==> config.mk <==
export PLATFORM = sky130hd
export DESIGN_NAME = addr_decoder_cfg_loader
export DESIGN_NICKNAME = d
export VERILOG_FILES = /design/src/rtl/addr_decoder_pkg.sv /design/src/rtl/addr_decoder_cfg_loader.sv
export SDC_FILE = /design/constraint.sdc
export NUM_CORES = 1
export LEC_CHECK = 0
export BUFFER_PORTS_ARGS = -buffer_cell sky130_fd_sc_hd__buf_4
export CORE_MARGIN = 2
export CORE_UTILIZATION = 50
export CTS_CLUSTER_SIZE = 28
export DETAILED_ROUTE_END_ITERATION = 8
export PLACE_DENSITY = 0.76
export SETUP_SLACK_MARGIN = 0.4
export SYNTH_ARGS = -nofsm -noshare
export SYNTH_HDL_FRONTEND = slang
export SYNTH_SLANG_ARGS = --single-unit
==> constraint.sdc <==
create_clock -name cfg_clk -period 2.7 [get_ports cfg_clk]
set_input_delay 0.405 -clock cfg_clk [delete_from_list [all_inputs] [get_ports cfg_clk]]
set_output_delay 0.405 -clock cfg_clk [all_outputs]
set_load 0.01 [all_outputs]
==> src/rtl/addr_decoder_pkg.sv <==
// Shared address-map helpers and loader state encoding for the address decoder
// configuration path (BASE/MASK/SLOT/OP byte tables).
package addr_decoder_pkg;

  localparam int         SLOT_W     = 3;
  localparam logic [7:0] OP_DEFAULT = 8'hFF;

  typedef enum logic [2:0] {
    ST_IDLE    = 3'd0,
    ST_CHK     = 3'd1,
    ST_WIN     = 3'd2,
    ST_CLR     = 3'd3,
    ST_FIN     = 3'd4,
    ST_FIN_ERR = 3'd5
  } loader_state_e;

  function automatic int cfg_bytes(input int addr_w);
    return (addr_w + 7) / 8;
  endfunction

  function automatic int mask_off(input int addr_w, input int num_win);
    return num_win * cfg_bytes(addr_w);
  endfunction

  function automatic int slot_off(input int addr_w, input int num_win);
    return 2 * mask_off(addr_w, num_win);
  endfunction

  function automatic int op_off(input int addr_w, input int num_win);
    return slot_off(addr_w, num_win) + num_win;
  endfunction

  function automatic int cfg_total(input int addr_w, input int num_win);
    return op_off(addr_w, num_win) + num_win;
  endfunction

endpackage

==> src/rtl/addr_decoder_cfg_loader.sv <==
// Serializes whole-window or CLEAR commands into one config byte write per clock
// for the address decoder's BASE/MASK/SLOT/OP tables.
module addr_decoder_cfg_loader
  import addr_decoder_pkg::*;
#(
  parameter int ADDR_W  = 32,
  parameter int NUM_WIN = 16,
  parameter int WIN_W   = (NUM_WIN > 1) ? $clog2(NUM_WIN) : 1
) (
  input  logic              cfg_clk,
  input  logic              cfg_rst_n,
  // A command transfers on a rising edge where req_valid && req_ready; req_ready
  // is high only in IDLE, so req_valid held while busy waits for the next IDLE.
  input  logic              req_valid,
  output logic              req_ready,
  input  logic              req_clear,
  input  logic [WIN_W-1:0]  req_win,
  input  logic [ADDR_W-1:0] req_base,
  input  logic [ADDR_W-1:0] req_mask,
  input  logic [SLOT_W-1:0] req_slot,
  input  logic [7:0]        req_op,
  output logic              busy,
  output logic              done,
  output logic              err,
  output logic              cfg_we,
  output logic [7:0]        cfg_addr,
  output logic [7:0]        cfg_wdata,
  output logic [2:0]        dbg_state
);

  localparam int CB    = cfg_bytes(ADDR_W);
  localparam int MOFF  = mask_off(ADDR_W, NUM_WIN);
  localparam int SOFF  = slot_off(ADDR_W, NUM_WIN);
  localparam int OOFF  = op_off(ADDR_W, NUM_WIN);
  localparam int TOT   = cfg_total(ADDR_W, NUM_WIN);
  localparam int CNT_W = $clog2(TOT + 1);
  localparam int PAD_W = CB * 8;

  localparam logic [CNT_W-1:0] WIN_N     = CNT_W'(2 * CB + 2);
  localparam logic [CNT_W-1:0] TOT_N     = CNT_W'(TOT);
  localparam logic [WIN_W:0]   NUM_WIN_L = (WIN_W + 1)'(NUM_WIN);

  if (TOT > 256) begin : g_bad_cfg
    $error("addr_decoder_cfg_loader: config table exceeds the 8-bit address space");
  end

  loader_state_e     r_state;
  logic              r_clear;
  logic [WIN_W-1:0]  r_win;
  logic [ADDR_W-1:0] r_base;
  logic [ADDR_W-1:0] r_mask;
  logic [SLOT_W-1:0] r_slot;
  logic [7:0]        r_op;
  logic [CNT_W-1:0]  r_cnt;
  logic              r_we;
  logic [7:0]        r_addr;
  logic [7:0]        r_wdata;

  logic [PAD_W-1:0]  w_base_pad;
  logic [PAD_W-1:0]  w_mask_pad;
  logic [CNT_W-1:0]  w_idx;
  logic [CNT_W-1:0]  w_last_n;
  logic              w_win_bad;
  logic [7:0]        w_addr;
  logic [7:0]        w_data;

  // Zero-extension keeps the bits of the top byte above ADDR_W at 0.
  assign w_base_pad = PAD_W'(r_base);
  assign w_mask_pad = PAD_W'(r_mask);

  // CHK launches byte 0; WIN/CLR launch the byte the counter points at.
  assign w_idx     = (r_state == ST_CHK) ? '0 : r_cnt;
  assign w_last_n  = r_clear ? TOT_N : WIN_N;
  assign w_win_bad = !r_clear && ({1'b0, r_win} >= NUM_WIN_L);

  always_comb begin
    int i;
    int wb;
    w_addr = 8'h00;
    w_data = 8'h00;
    i      = int'(w_idx);
    wb     = int'(r_win) * CB;
    if (r_clear) begin
      w_addr = 8'(i);
      w_data = (i >= OOFF) ? OP_DEFAULT : 8'h00;
    end else if (i < CB) begin
      w_addr = 8'(wb + i);
      w_data = w_base_pad[i*8 +: 8];
    end else if (i < 2 * CB) begin
      w_addr = 8'(MOFF + wb + i - CB);
      w_data = w_mask_pad[(i-CB)*8 +: 8];
    end else if (i == 2 * CB) begin
      w_addr = 8'(SOFF + int'(r_win));
      w_data = {{(8-SLOT_W){1'b0}}, r_slot};
    end else begin
      w_addr = 8'(OOFF + int'(r_win));
      w_data = r_op;
    end
  end

  always_ff @(posedge cfg_clk or negedge cfg_rst_n) begin
    if (!cfg_rst_n) begin
      r_state <= ST_IDLE;
      r_clear <= 1'b0;
      r_win   <= '0;
      r_base  <= '0;
      r_mask  <= '0;
      r_slot  <= '0;
      r_op    <= 8'h00;
      r_cnt   <= '0;
      r_we    <= 1'b0;
      r_addr  <= 8'h00;
      r_wdata <= 8'h00;
    end else begin
      r_we <= 1'b0;
      case (r_state)
        ST_IDLE: begin
          if (req_valid && req_ready) begin
            r_clear <= req_clear;
            r_win   <= req_win;
            r_base  <= req_base;
            r_mask  <= req_mask;
            r_slot  <= req_slot;
            r_op    <= req_op;
            r_state <= ST_CHK;
          end
        end
        ST_CHK: begin
          if (w_win_bad) begin
            r_state <= ST_FIN_ERR;
          end else begin
            r_we    <= 1'b1;
            r_addr  <= w_addr;
            r_wdata <= w_data;
            r_cnt   <= CNT_W'(1);
            r_state <= r_clear ? ST_CLR : ST_WIN;
          end
        end
        ST_WIN, ST_CLR: begin
          if (r_cnt == w_last_n) begin
            r_cnt   <= '0;
            r_state <= ST_FIN;
          end else begin
            r_we    <= 1'b1;
            r_addr  <= w_addr;
            r_wdata <= w_data;
            r_cnt   <= r_cnt + CNT_W'(1);
          end
        end
        ST_FIN, ST_FIN_ERR: r_state <= ST_IDLE;
        default:            r_state <= ST_IDLE;
      endcase
    end
  end

  // Gating with the reset pin holds req_ready low for as long as reset is asserted.
  assign req_ready = (r_state == ST_IDLE) && cfg_rst_n;
  assign busy      = (r_state != ST_IDLE);
  assign done      = (r_state == ST_FIN);
  assign err       = (r_state == ST_FIN_ERR);
  assign cfg_we    = r_we;
  assign cfg_addr  = r_addr;
  assign cfg_wdata = r_wdata;
  assign dbg_state = r_state;

endmodule

### Word level (Yosys, flattened, before mapping)

Index checks and enable logic that the tools add are counted.

| cells by class | value |
|---|---|
| shift-type cells | 2 |
| $lt $le $gt $ge | 3 |
| reductions and logical operators | 9 |
| equality and inequality tests | 10 |
| multiplexer cells | 23 |
| $add $sub $neg | 8 |

Operator list:

| cell | count |
|---|---|
| two-way mux 8 bit | 14 |
| variable part select 32 x 12 -> 8 bit | 2 |
| case mux 8 bit (2 select lines) | 3 |
| adder 8 x 4 -> 8 bit, first input constant | 2 |
| case mux 3 bit (3 select lines) | 1 |
| subtractor 8 x 3 -> 9 bit, second input constant | 1 |
| adder 6 x 8 -> 8 bit | 1 |
| adder 7 x 6 -> 8 bit, first input constant | 1 |
| adder 8 x 1 -> 8 bit, second input constant | 1 |
| adder 8 bit | 1 |
| equality test 8 x 5 -> 1 bit, second input constant | 1 |
| equality test 8 bit | 1 |
| greater-or-equal comparator 8 bit, second input constant | 1 |
| < comparator 8 x 3 -> 1 bit, second input constant | 1 |
| < comparator 8 x 4 -> 1 bit, second input constant | 1 |
| subtractor 8 x 3 -> 8 bit, second input constant | 1 |
| equality test 3 x 2 -> 1 bit, second input constant | 2 |
| equality test 3 bit, second input constant | 2 |
| two-way mux 3 bit | 2 |
| != test 2 bit, second input constant | 3 |
| AND reduction 2 bit | 3 |
| equality test 3 x 1 -> 1 bit, second input constant | 1 |
| logical NOT 3 bit | 1 |
| nonzero test 3 bit | 1 |
| 5 further kinds | 7 |

| storage, ports and cells | value |
|---|---|
| logic and storage cells | 66 |
| output and inout port bits | 24 |
| flip-flop bits (word level) | 108 |
| input bits | 83 |

### Depth between registers and ports, before layout

Gate-level depths: netlist of run 1.

| logic depth | value |
|---|---|
| word-level depth | 9 |
| gate-level depth with buffers | 16 |

### Least setup slack after synthesis of run 1

OpenSTA, ideal clock, no wires.

| timing path | value |
|---|---|
| path type | flip-flop to flip-flop |
| from | register r_state[1], in the netlist dbg_state[1] |
| to | register r_addr[4], in the netlist cfg_addr[4] |
| arrival time | 2.939 ns |
| clock period less this slack | 3.071 ns |
| required time | 2.568 ns |
| library setup time | 0.132 ns |
| stages on the path, launching flop included | 16 |
| setup slack | -0.371 ns |
| path buffers | 4 |
| cell sequence | dfrtp_1 -> buf_2 -> or3b_1 -> buf_2 -> buf_2 -> buf_2 -> nand2_1 -> ha_1 -> inv_1 -> ha_1 -> inv_1 -> fa_1 -> nor3b_1 -> o21a_1 -> a211oi_1 -> o22ai_1 |

| between the ends | value |
|---|---|
| longest elaborated chain between the ends | 9 |
| elaborated cells on any way between the ends | 20 |

Ends and longest elaborated chain:

| item | RTL line | text |
|---|---|---|
| start, declared | addr_decoder_cfg_loader.sv:47 | `loader_state_e r_state;` |
| start signal, assigned | addr_decoder_cfg_loader.sv:136 | `r_state <= r_clear ? ST_CLR : ST_WIN;` |
| equality test 3 x 1 -> 1 bit | addr_decoder_cfg_loader.sv:72, addr_decoder_cfg_loader.sv:116 |  |
| two-way mux 8 bit | addr_decoder_cfg_loader.sv:72 | `assign w_idx = (r_state == ST_CHK) ? '0 : r_cnt;` |
| adder 8 bit or equality test 8 x 5 -> 1 bit (tied branches) | addr_decoder_cfg_loader.sv:90, addr_decoder_cfg_loader.sv:92 |  |
| subtractor 8 x 3 -> 8 bit or two-way mux 8 bit (tied branches) | addr_decoder_cfg_loader.sv:90, addr_decoder_cfg_loader.sv:92 |  |
| two-way mux 8 bit | addr_decoder_cfg_loader.sv:89 | `end else if (i < 2 * CB) begin` |
| two-way mux 8 bit | addr_decoder_cfg_loader.sv:86 | `end else if (i < CB) begin` |
| two-way mux 8 bit | addr_decoder_cfg_loader.sv:83 | `if (r_clear) begin` |
| two-way mux 8 bit | addr_decoder_cfg_loader.sv:140 | `if (r_cnt == w_last_n) begin` |
| case mux 8 bit (2 select lines) | addr_decoder_cfg_loader.sv:116 | `case (r_state)` |
| end signal, assigned | addr_decoder_cfg_loader.sv:133 | `r_addr <= w_addr;` |
| end signal, assigned | addr_decoder_cfg_loader.sv:145 | `r_addr <= w_addr;` |
| end, declared | addr_decoder_cfg_loader.sv:56 | `logic [7:0] r_addr;` |

Parallel ways exist; a longest one is shown, timed or not. The select of a mux whose other input is x is not followed.
A chain may end at the register's enable or synchronous reset.

### Worst setup path in the final report of run 1

| timing path | value |
|---|---|
| from | register r_state[1], in the netlist dbg_state[1] |
| to | register r_wdata[2], in the netlist cfg_wdata[2] |

| between the ends | value |
|---|---|
| longest elaborated chain between the ends | 9 |
| elaborated cells on any way between the ends | 22 |

Ends and longest elaborated chain:

| item | RTL line | text |
|---|---|---|
| equality test 3 x 1 -> 1 bit | addr_decoder_cfg_loader.sv:72, addr_decoder_cfg_loader.sv:116 |  |
| two-way mux 8 bit | addr_decoder_cfg_loader.sv:72 |  |
| subtractor 8 x 3 -> 9 bit or equality test 8 x 5 -> 1 bit (tied branches) | addr_decoder_cfg_loader.sv:91, addr_decoder_cfg_loader.sv:92 |  |
| variable part select 32 x 12 -> 8 bit or two-way mux 8 bit (tied branches) | addr_decoder_cfg_loader.sv:91, addr_decoder_cfg_loader.sv:92 |  |
| two-way mux 8 bit | addr_decoder_cfg_loader.sv:89 |  |
| two-way mux 8 bit | addr_decoder_cfg_loader.sv:86 |  |
| two-way mux 8 bit | addr_decoder_cfg_loader.sv:83 |  |
| two-way mux 8 bit | addr_decoder_cfg_loader.sv:140 |  |
| case mux 8 bit (2 select lines) | addr_decoder_cfg_loader.sv:116 |  |
| end signal, assigned | addr_decoder_cfg_loader.sv:134 | `r_wdata <= w_data;` |
| end signal, assigned | addr_decoder_cfg_loader.sv:146 | `r_wdata <= w_data;` |
| end, declared | addr_decoder_cfg_loader.sv:57 | `logic [7:0] r_wdata;` |

Parallel ways exist; a longest one is shown, timed or not. The select of a mux whose other input is x is not followed.

==> reports/summary.txt, run 1 <==
fin util: 64.4%
main combinational cell family by area after synthesis: multiplexers
gr ovfl total: 0
first-pass iteration count of the detailed router: 8
die area: 0.0126 mm²
fin crit share: 94.6%
largest net degree at the start of global routing: 82
gr usage total: 23.9%
power density over the cells: 1250 mW/mm²
status: completed
Post-synth EDFFs: 0
minimum clock period: 2.55 ns
CORE AREA: 0.0114 mm²
1st-iter DRT viols: 212
area grow syn2layout: 25.9%
NumNets Final: 703
XOR/XNOR Fraction of Synth Area: 0.599%
CTS sink cnt: 108
leakage power: 3.33 nW
Mapped Cells: 492
Clock Latency Late Sink: 0.35 ns
Root Buffer: clkbuf_16
cts bufs inserted: 9
FF+latch area: 0.00270 mm²
MaxCap Viol Count: 0
Worst Path Class, Setup: flip-flop to flip-flop
Post-DP Area: 0.00690 mm²
post-synth cell types: 72
initial antenna violation count: 0
global-route wire length before repair: 24.0 mm
number of synthesis warnings: 0
Final Wtd Congestion: 0.967
Synth Flop Type: dfrtp_1
Final Hold Vio Count: 0
WL final: 14.7 mm
setup violators final: 0
Hold WC Path Type: input port to asynchronous set/reset pin
# H-tree levels: 3
largest fanout on the critical path: 8
net count after synthesis: 593
Final Cell Area: 0.00736 mm²
Top Ports: 107
Setup TNS: 0 ns
layout cells sized above 1: 44.0%
Cell Count Post-Placement: 725
CP Capture Type: flip-flop
Max-slew headroom: 42.0%
Final ANT Viol Nets: 0
Initial Utilization: 51.2%
Via Count: 4350
Max Fclk: 392 MHz
skew final: 0.00952 ns
final slew viol count: 0
dpl hpwl: 10.3 mm
Post-Syn Area: 0.00585 mm²
post-synthesis simple-gate area fraction: 9.65%
RSZ-0062 raised after global routing: yes
CP required: 2.99 ns
mux cell area share after synthesis: 21.2%
Port Buffer Count: 106
Peak VDD IR: 0.000552 V
DRC viols: 0
FF+latch count, synth: 108
Site Rows: 39
CTS tree: done
actual slew at the worst max-slew pin: 0.870 ns
Synth Area in Adders: 3.98%
Async SR Flop Fraction: 100%
fill cell count: 904
antenna diode count: 0
commonest non-fill, non-tap cell in the layout: buf_4
Vias/cell: 5.80
Worst-path clk slew: 0.07 ns
Power Total: 9.23 mW
Die Y: 112 µm
die width: 112 µm
vias in the first global route: 4812
filler-free cell count of the finished design: 750
Wirelength per Cell: 19.5 µm
Startpoint Class: flip-flop
mean post-synth cell area: 11.9 µm²
multi-input logic area: 0.00299 mm²
worst-case clock buffer depth: 2
compound-cell area share of the yosys netlist: 13.6%
post-synthesis sequential area ratio: 46.2%
leading cell types in the layout, fill and taps excluded: buf_4 (127), dfrtp_1 (108), mux2_2 (70)
CP arrival: 2.85 ns
==> kinds of logic (layout without fill, tap and decap cells) <==
group                      count (synthesis)  after routing
AOI/OAI and AO/OA                        100            100
and+or+nand+nor                           98             98
xor gates and xnor gates                   4              4
buffers and inverters                     58            173
muxes                                    106            106
adders and majority gates                 18             18
DFF                                      108            108
==> power by group <==
group | switching (mW) | internal (mW)
Combinational | 2.41 | 2.41
Clock | 0.616 | 0.845
Sequential | 0.524 | 2.43
==> state kept, by name, summed over array words and instances, names as in the netlist <==
signal and cells:
r_base 32, r_mask 32, cfg_addr 8, cfg_wdata 8, r_cnt 8, r_op 8
r_win 4, dbg_state 3, r_slot 3, cfg_we 1, r_clear 1
==> per-stage QoR <==
| stage | hold slack (ns) | setup slack, ns |
|---|---|---|
| floorplan | 0.109 | -0.100 |
| global placement | 0.470 | 0.181 |
| detailed placement | 0.481 | 0.114 |
| CTS | 0.153 | 0.197 |
| global route | 0.191 | 0.0567 |
| finish | 0.135 | 0.146 |
==> synthesized netlist by cell type (all sizes together), types with 2 or more instances <==
cell type / n / area [µm²]
ha: 17 / 213
a21oi: 15 / 78.8
dfrtp: 108 / 2700
nor2: 20 / 90.1
o21ai: 15 / 86.3
a31oi: 15 / 115
clkbuf: 9 / 35.0
o211ai: 2 / 15.0
nor3: 7 / 35.0
o21a: 2 / 15.0
nor3b: 6 / 50.1
nand2b: 9 / 56.3
nand4: 2 / 12.5
a21o: 4 / 30.0
mux2i: 16 / 173
or2: 2 / 12.5
a211oi: 7 / 67.6
nand3: 5 / 25.0
a221oi: 2 / 17.5
a2bb2oi: 3 / 26.3
a41oi: 5 / 51.3
nand3b: 4 / 30.0
inv: 25 / 93.8
and2: 2 / 15.0
o22ai: 3 / 18.8
a22oi: 4 / 30.0
a22o: 2 / 17.5
xnor2: 3 / 26.3
mux4: 5 / 113
mux2: 85 / 957
or3: 2 / 12.5
nor4: 2 / 33.8
o221a: 3 / 33.8
nor2b: 7 / 43.8
o32a: 5 / 50.1
o41ai: 2 / 25.0
nand2: 24 / 90.1
o32ai: 4 / 35.0
o31ai: 2 / 33.8
buf: 24 / 145
==> timing repair <==
action | in CTS | in global routing
pin swaps | 2 | 12
setup buffers | 4 | 4
hold buffers | 0 | 0
gates resized for setup | 6 | 3
setup endpoints to repair | 13 | 14
cloned | 1 | 0
==> area by class of cell <==
| class | instances | area share, % |
|---|---|---|
| clock buffers | 11 | 3.30 |
| clock inverters | 5 | 1.12 |
| inverters | 25 | 1.28 |
| multi-input cells | 326 | 40.7 |
| flip-flops and latches | 108 | 36.7 |
| well taps | 143 | 2.43 |
| repair buffers | 132 | 14.5 |
==> worst max-delay path, cell delays in order, from the launching register on <==
cell and delay [ns]:
dfrtp_1 0.39, or3b_4 0.42, buf_12 0.15, nand2_1 0.06, inv_1 0.06, ha_1 0.29
nor3b_2 0.26, nand2_2 0.14, o221a_4 0.34, a211oi_2 0.23, o32a_1 0.16
==> per-layer routing <==
layer  part of all wire [%]  global-route usage [%]  up-vias
met1                     42                    30.5     2146
met2                     49                    39.8      156
met3                    6.3                    6.21       29
met4                    2.1                    8.37        0
met5                      0                       0        -
li1                       -                       -     2019
==> final timing paths <==
kind	to	slack, ns	from	depth (start not counted)
setup / recovery	cfg_wdata[2]	0.15	dbg_state[1]	10
setup reg to reg	cfg_wdata[2]	0.15	dbg_state[1]	10
max in group asynchronous	r_mask[1]	1.29	cfg_rst_n	3
min in group cfg_clk	r_base[25]	0.26	req_base[25]	2
hold reg to reg	r_base[26]	0.50	r_base[26]	1
hold / removal	r_base[22]	0.13	cfg_rst_n	2
(Power assumes the default switching activity.)
==> run 2, diff against run 1 <==
==> constraint.sdc (replaced) <==
create_clock -name cfg_clk -period 2.7 [get_ports cfg_clk]
set_input_delay 0.405 -clock cfg_clk [delete_from_list [all_inputs] [get_ports cfg_clk]]
set_output_delay 0.405 -clock cfg_clk [all_outputs]
set_load 0.1 [all_outputs]
==> run 2 against run 1 <==
  * Final area grew 1.8%
  * Clock power shrank 8%
  * Maximum frequency shrank 0.46%
  * Setup slack got worse by 0.012 ns
  * Largest power group unchanged
  * Critical path type unchanged
  * Clock skew shrank 0.0011 ns
==> reports/summary.txt, run 2 (synthesized netlist as in run 1, its figures left out) <==
Critical Path Max Stage Delay: 0.47 ns (was 0.42 ns)
Vias/cell: 5.77 (was 5.80)
filler-free cell count of the finished design: 758 (was 750)
minimum clock period: 2.57 ns (was 2.55 ns)
CP Cell Sequence: or3b_4, buf_6, nand2_2, inv_2, buf_4, buf_4, buf_4, buf_4, buf_4, buf_4, buf_4, buf_4, buf_4, nand2_1, a31oi_1 (was or3b_4, buf_12, nand2_1, inv_1, ha_1, nor3b_2, nand2_2, o221a_4, a211oi_2, o32a_1)
leading cell types in the layout, fill and taps excluded: buf_4 (135), dfrtp_1 (105), mux2_2 (70) (was buf_4 (127), dfrtp_1 (108), mux2_2 (70))
dpl hpwl: 10.2 mm (was 10.3 mm)
gr usage total: 24.0% (was 23.9%)
cts bufs inserted: 9 (unchanged)
status: completed (unchanged)
GRT busiest layer: met2 (unchanged)
skew final: 0.00839 ns (was 0.00952 ns)
Die Y: 112 µm (unchanged)
die width: 112 µm (unchanged)
Slowest-stage cell, CP: dfrtp_4 (was or3b_4)
Final ANT Viol Nets: 0 (unchanged)
setup violators final: 0 (unchanged)
GR Util met2: 40.5% (was 39.8%)
die area: 0.0126 mm² (unchanged)
gr ovfl total: 0 (unchanged)
Hold WC Path Type: input port to flip-flop (was input port to asynchronous set/reset pin)
antenna diode count: 0 (unchanged)
Max-slew headroom: 28.9% (was 42.0%)
leakage power: 3.42 nW (was 3.33 nW)
NumNets Final: 711 (was 703)
actual slew at the worst max-slew pin: 1.07 ns (was 0.870 ns)
global-route wire length before repair: 23.8 mm (was 24.0 mm)
Cell Count Post-Placement: 727 (was 725)
area grow syn2layout: 28.1% (was 25.9%)
CTS sink cnt: 108 (unchanged)
Initial Utilization: 51.2% (unchanged)
fill cell count: 903 (was 904)
M1 GR Usage: 29.6% (was 30.5%)
# H-tree levels: 3 (unchanged)
largest net degree at the start of global routing: 87 (was 82)
RSZ-0062 raised after global routing: yes (unchanged)
DRC viols: 0 (unchanged)
Final Cell Area: 0.00749 mm² (was 0.00736 mm²)
first-pass iteration count of the detailed router: 4 (was 8)
power density over the cells: 1410 mW/mm² (was 1250 mW/mm²)
Final Wtd Congestion: 0.880 (was 0.967)
Max Fclk: 390 MHz (was 392 MHz)
Root Buffer: clkbuf_16 (unchanged)
CTS tree: done (unchanged)
largest registers: r_base: 32 flops, r_mask: 32 flops (unchanged)
GRT met3 Usage: 5.99% (was 6.21%)
most used cell, CP: buf_4
Wirelength per Cell: 19.1 µm (was 19.5 µm)
Clock Latency Late Sink: 0.35 ns (about the same)
fin crit share: 95.0% (was 94.6%)
Port Buffer Count: 106 (unchanged)
Site Rows: 39 (unchanged)
largest fanout on the critical path: 6 (was 8)
r2r setup slk: 0.13 ns (was 0.15 ns)
Worst Path Class, Setup: flip-flop to flip-flop (unchanged)
1st-iter DRT viols: 226 (was 212)
CP Capture Type: flip-flop (unchanged)
final slew viol count: 0 (unchanged)
worst-case clock buffer depth: 2 (unchanged)
Post-DP Area: 0.00696 mm² (was 0.00690 mm²)
Via Count: 4376 (was 4350)
Startpoint Class: flip-flop (unchanged)
initial antenna violation count: 0 (unchanged)
Top Ports: 107 (unchanged)
commonest non-fill, non-tap cell in the layout: buf_4 (unchanged)
CP required: 2.91 ns (was 2.99 ns)
Worst-path clk slew: 0.07 ns (about the same)
CP arrival: 2.77 ns (was 2.85 ns)
vias in the first global route: 4630 (was 4812)
MaxCap Viol Count: 0 (unchanged)
Peak VDD IR: 0.000919 V (was 0.000552 V)
CORE AREA: 0.0114 mm² (unchanged)
Final Hold Vio Count: 0 (unchanged)
WL final: 14.5 mm (was 14.7 mm)
layout cells sized above 1: 49.4% (was 44.0%)
==> run 2: cell count changes in the layout (fill, tap and decap cells not counted), moves of 2 or more <==
cell,change
a22oi_2,+4
dfrtp_2,+2
buf_12,-2
a22oi_1,-4
clkinv_2,+2
mux2_1,-14
buf_4,+8
dfrtp_1,-3
buf_6,+2
mux2_4,+14
==> run 2: critical path, delay by kind of cell (launching register included) <==
kind                   cells  cell delay [ns]
and+or+nand+nor            3             0.57
buffers and inverters     11             1.31
DFF                        1             0.47
AOI/OAI and AO/OA          1             0.08
==> run 2: area by class of cell <==
type	count	area [µm²]	share of cell area, %
clock inverter	6	62.6	0.835
timing repair buffer	140	1090	14.5
clock buffer	10	239	3.19
sequential	108	2710	36.2
multi-input combinational	326	3120	41.7
inverter	25	93.8	1.25
tap	143	179	2.39
==> run 2: power by group <==
part / leakage [nW] / internal, mW / switching, mW
combinational: 1.97 / 2.57 / 3.64
sequential: 1.29 / 2.43 / 0.558
clock: 0.153 / 0.745 / 0.606
==> run 2: what timing repair did <==
action | 4_1_cts | 5_1_grt
pin swaps | 9 | 12
hold buffers | 1 | 0
hold endpoints to repair | 22 | 0
buffers inserted | 10 | 4
resized for setup | 17 | 5
endpoints found under the setup margin | 13 | 17
==> run 2: path summary, 6_finish.rpt <==
| path | start | end | depth (start not counted) |
|---|---|---|---|
| min reg2reg | r_base[25] | r_base[25] | 1 |
| min in group asynchronous | cfg_rst_n | r_cnt[3] | 2 |
| max reg2reg | dbg_state[1] | cfg_addr[3] | 15 |
| max | dbg_state[1] | cfg_addr[3] | 15 |
| min | req_base[25] | r_base[25] | 2 |
| max in group asynchronous | cfg_rst_n | r_base[23] | 3 |
==> run 2: stage by stage <==
step / util (%) / hold WS (ns) / setup slack, ns / setup TNS (ns) / power, mW
6_report: 65.6 / 0.271 / 0.134 / 0 / 10.5
5_1_grt: 65.6 / 0.267 / 0.0864 / 0 / 11.2
4_1_cts: 65.2 / 0.263 / 0.177 / 0 / 10.5
3_5_place_dp: 61.0 / 0.328 / 0.0758 / 0 / 8.93
3_3_place_gp: 61.0 / 0.329 / 0.116 / 0 / 8.77
2_1_floorplan: - / 0.109 / -0.348 / -1.79 / 7.53
==> run 2: metal layers <==
layer / wire length [µm] / share of wire, % / vias up
met5: 0 / 0 / -
met4: 353 / 2.4 / 0
met3: 1010 / 7.0 / 28
met2: 7320 / 51 / 138
met1: 5770 / 40 / 2172
li1: - / - / 2038
==> run 3, diff against run 2 <==
==> constraint.sdc (replaced) <==
create_clock -name cfg_clk -period 2.7 [get_ports cfg_clk]
set_input_delay 0.27 -clock cfg_clk [delete_from_list [all_inputs] [get_ports cfg_clk]]
set_output_delay 0.27 -clock cfg_clk [all_outputs]
set_load 0.1 [all_outputs]
==> run 3 against run 2 <==
  * Register-to-register slack barely moved
  * Critical path depth did not move
  * Sequential share of layout area barely moved
  * Highest routed layer unchanged
==> reports/summary.txt, run 3 (synthesized netlist as in run 1, its figures left out) <==
status: completed (unchanged)
leading cell types in the layout, fill and taps excluded: buf_4 (136), dfrtp_1 (105), mux2_2 (70) (was buf_4 (135), dfrtp_1 (105), mux2_2 (70))
actual slew at the worst max-slew pin: 1.07 ns (about the same)
Port Buffer Count: 106 (unchanged)
Worst Path Class, Setup: flip-flop to flip-flop (unchanged)
NumNets Final: 711 (unchanged)
Worst-path clk slew: 0.07 ns (about the same)
Initial Utilization: 51.2% (unchanged)
skew final: 0.00839 ns (unchanged)
Max Fclk: 390 MHz (unchanged)
Vias/cell: 5.77 (unchanged)
die area: 0.0126 mm² (unchanged)
leakage power: 3.42 nW (about the same)
Via Count: 4376 (unchanged)
CP Capture Type: flip-flop (unchanged)
Final ANT Viol Nets: 0 (unchanged)
CTS tree: done (unchanged)
Hold WC Path Type: input port to flip-flop (unchanged)
fin crit share: 95.0% (unchanged)
WL final: 14.5 mm (unchanged)
cts bufs inserted: 9 (unchanged)
CTS sink cnt: 108 (unchanged)
minimum clock period: 2.57 ns (unchanged)
Final Wtd Congestion: 0.880 (unchanged)
antenna diode count: 0 (unchanged)
final slew viol count: 0 (unchanged)
1st-iter DRT viols: 226 (unchanged)
layout cells sized above 1: 49.4% (unchanged)
gr usage total: 24.0% (unchanged)
Root Buffer: clkbuf_16 (unchanged)
Site Rows: 39 (unchanged)
Power Total: 10.5 mW (about the same)
CP required: 2.91 ns (about the same)
die width: 112 µm (unchanged)
Clock Latency Late Sink: 0.35 ns (about the same)
Peak VDD IR: 0.000919 V (about the same)
largest net degree at the start of global routing: 87 (unchanged)
fill cell count: 903 (unchanged)
vias in the first global route: 4630 (unchanged)
initial antenna violation count: 0 (unchanged)
Wirelength per Cell: 19.1 µm (unchanged)
DRC viols: 0 (unchanged)
MaxCap Viol Count: 0 (unchanged)
largest fanout on the critical path: 6 (unchanged)
area grow syn2layout: 28.1% (about the same)
global-route wire length before repair: 23.8 mm (unchanged)
Top Ports: 107 (unchanged)
DP Worst Slack: 0.0758 ns (unchanged)
worst-case clock buffer depth: 2 (unchanged)
r2r worst-path depth: 15 (unchanged)
CORE AREA: 0.0114 mm² (unchanged)
power density over the cells: 1410 mW/mm² (about the same)
Hold Path Depth: 2 (unchanged)
Setup TNS: 0 ns (unchanged)
Max-slew headroom: 29.0% (was 28.9%)
# H-tree levels: 3 (unchanged)
final worst-path setup slack: 0.134 ns (unchanged)
dpl hpwl: 10.2 mm (unchanged)
Startpoint Class: flip-flop (unchanged)
largest registers: r_base: 32 flops, r_mask: 32 flops (unchanged)
gr ovfl total: 0 (unchanged)
CP arrival: 2.77 ns (about the same)
Die Y: 112 µm (unchanged)
setup violators final: 0 (unchanged)
commonest non-fill, non-tap cell in the layout: buf_4 (unchanged)
RSZ-0062 raised after global routing: yes (unchanged)
Final Hold Vio Count: 0 (unchanged)
first-pass iteration count of the detailed router: 4 (unchanged)
==> run 3: cell counts in the layout (fill, tap and decap cells not counted) <==
No cell type changed its count.
==> run 3: final timing paths <==
path	start	endpoint	slack [ns]
max	dbg_state[1]	cfg_addr[3]	0.13
max in group asynchronous	cfg_rst_n	r_base[23]	0.98
min reg2reg	r_base[25]	r_base[25]	0.50
min	req_base[25]	r_base[25]	0.14
min in group asynchronous	cfg_rst_n	r_cnt[3]	0.36
max reg2reg	dbg_state[1]	cfg_addr[3]	0.13
==> run 3: power breakdown <==
part / switching (mW) / total (mW) / internal [mW]
registers: 0.558 / 2.99 / 2.43
clock network: 0.606 / 1.35 / 0.745
logic: 3.64 / 6.21 / 2.57
total: 4.80 / 10.5 / 5.74
==> run 3: final cells by class <==
class | count | area (µm²) | share of cell area [%]
clock inverters | 6 | 62.6 | 0.835
clock buffers | 10 | 239 | 3.19
repair buffers | 140 | 1080 | 14.5
multi-input cells | 326 | 3120 | 41.7
well taps | 143 | 179 | 2.39
flip-flops and latches | 108 | 2710 | 36.2
inverters | 25 | 93.8 | 1.25
==> run 3: per-layer routing <==
layer	wire length [µm]	vias up	part of all wire (%)	track usage, %
li1	-	2038	-	-
met1	5770	2172	40	29.6
met2	7320	138	51	40.5
met3	1010	28	7.0	5.99
met4	353	0	2.4	9.51
met5	0	-	0	0
==> run 3: timing repair <==
| item | in CTS | in global routing |
|---|---|---|
| endpoints found under the hold margin | 22 | 0 |
| pin swaps | 9 | 12 |
| setup endpoints to repair | 13 | 16 |
| resized for setup | 17 | 4 |
| hold buffers | 1 | 0 |
| buffers inserted | 10 | 4 |
==> run 3: per-stage QoR <==
step           area [µm²]  util [%]  hold slack, ns  std cells
2_1_floorplan        6080         -         -0.0256        492
6_report             7490      65.6           0.136        758
5_1_grt              7490      65.6           0.132        758
3_3_place_gp         6960      61.0           0.194        727
4_1_cts              7440      65.2           0.128        754
3_5_place_dp         6960      61.0           0.193        727
==> run 3: critical path, cell delays in order (launching register included) <==
cell and delay (ns):
dfrtp_4 0.47, or3b_4 0.44, buf_6 0.16, nand2_2 0.06, inv_2 0.06, buf_4 0.13
buf_4 0.12, buf_4 0.12, buf_4 0.12, buf_4 0.12, buf_4 0.12, buf_4 0.12
buf_4 0.12, buf_4 0.12, nand2_1 0.07, a31oi_1 0.08
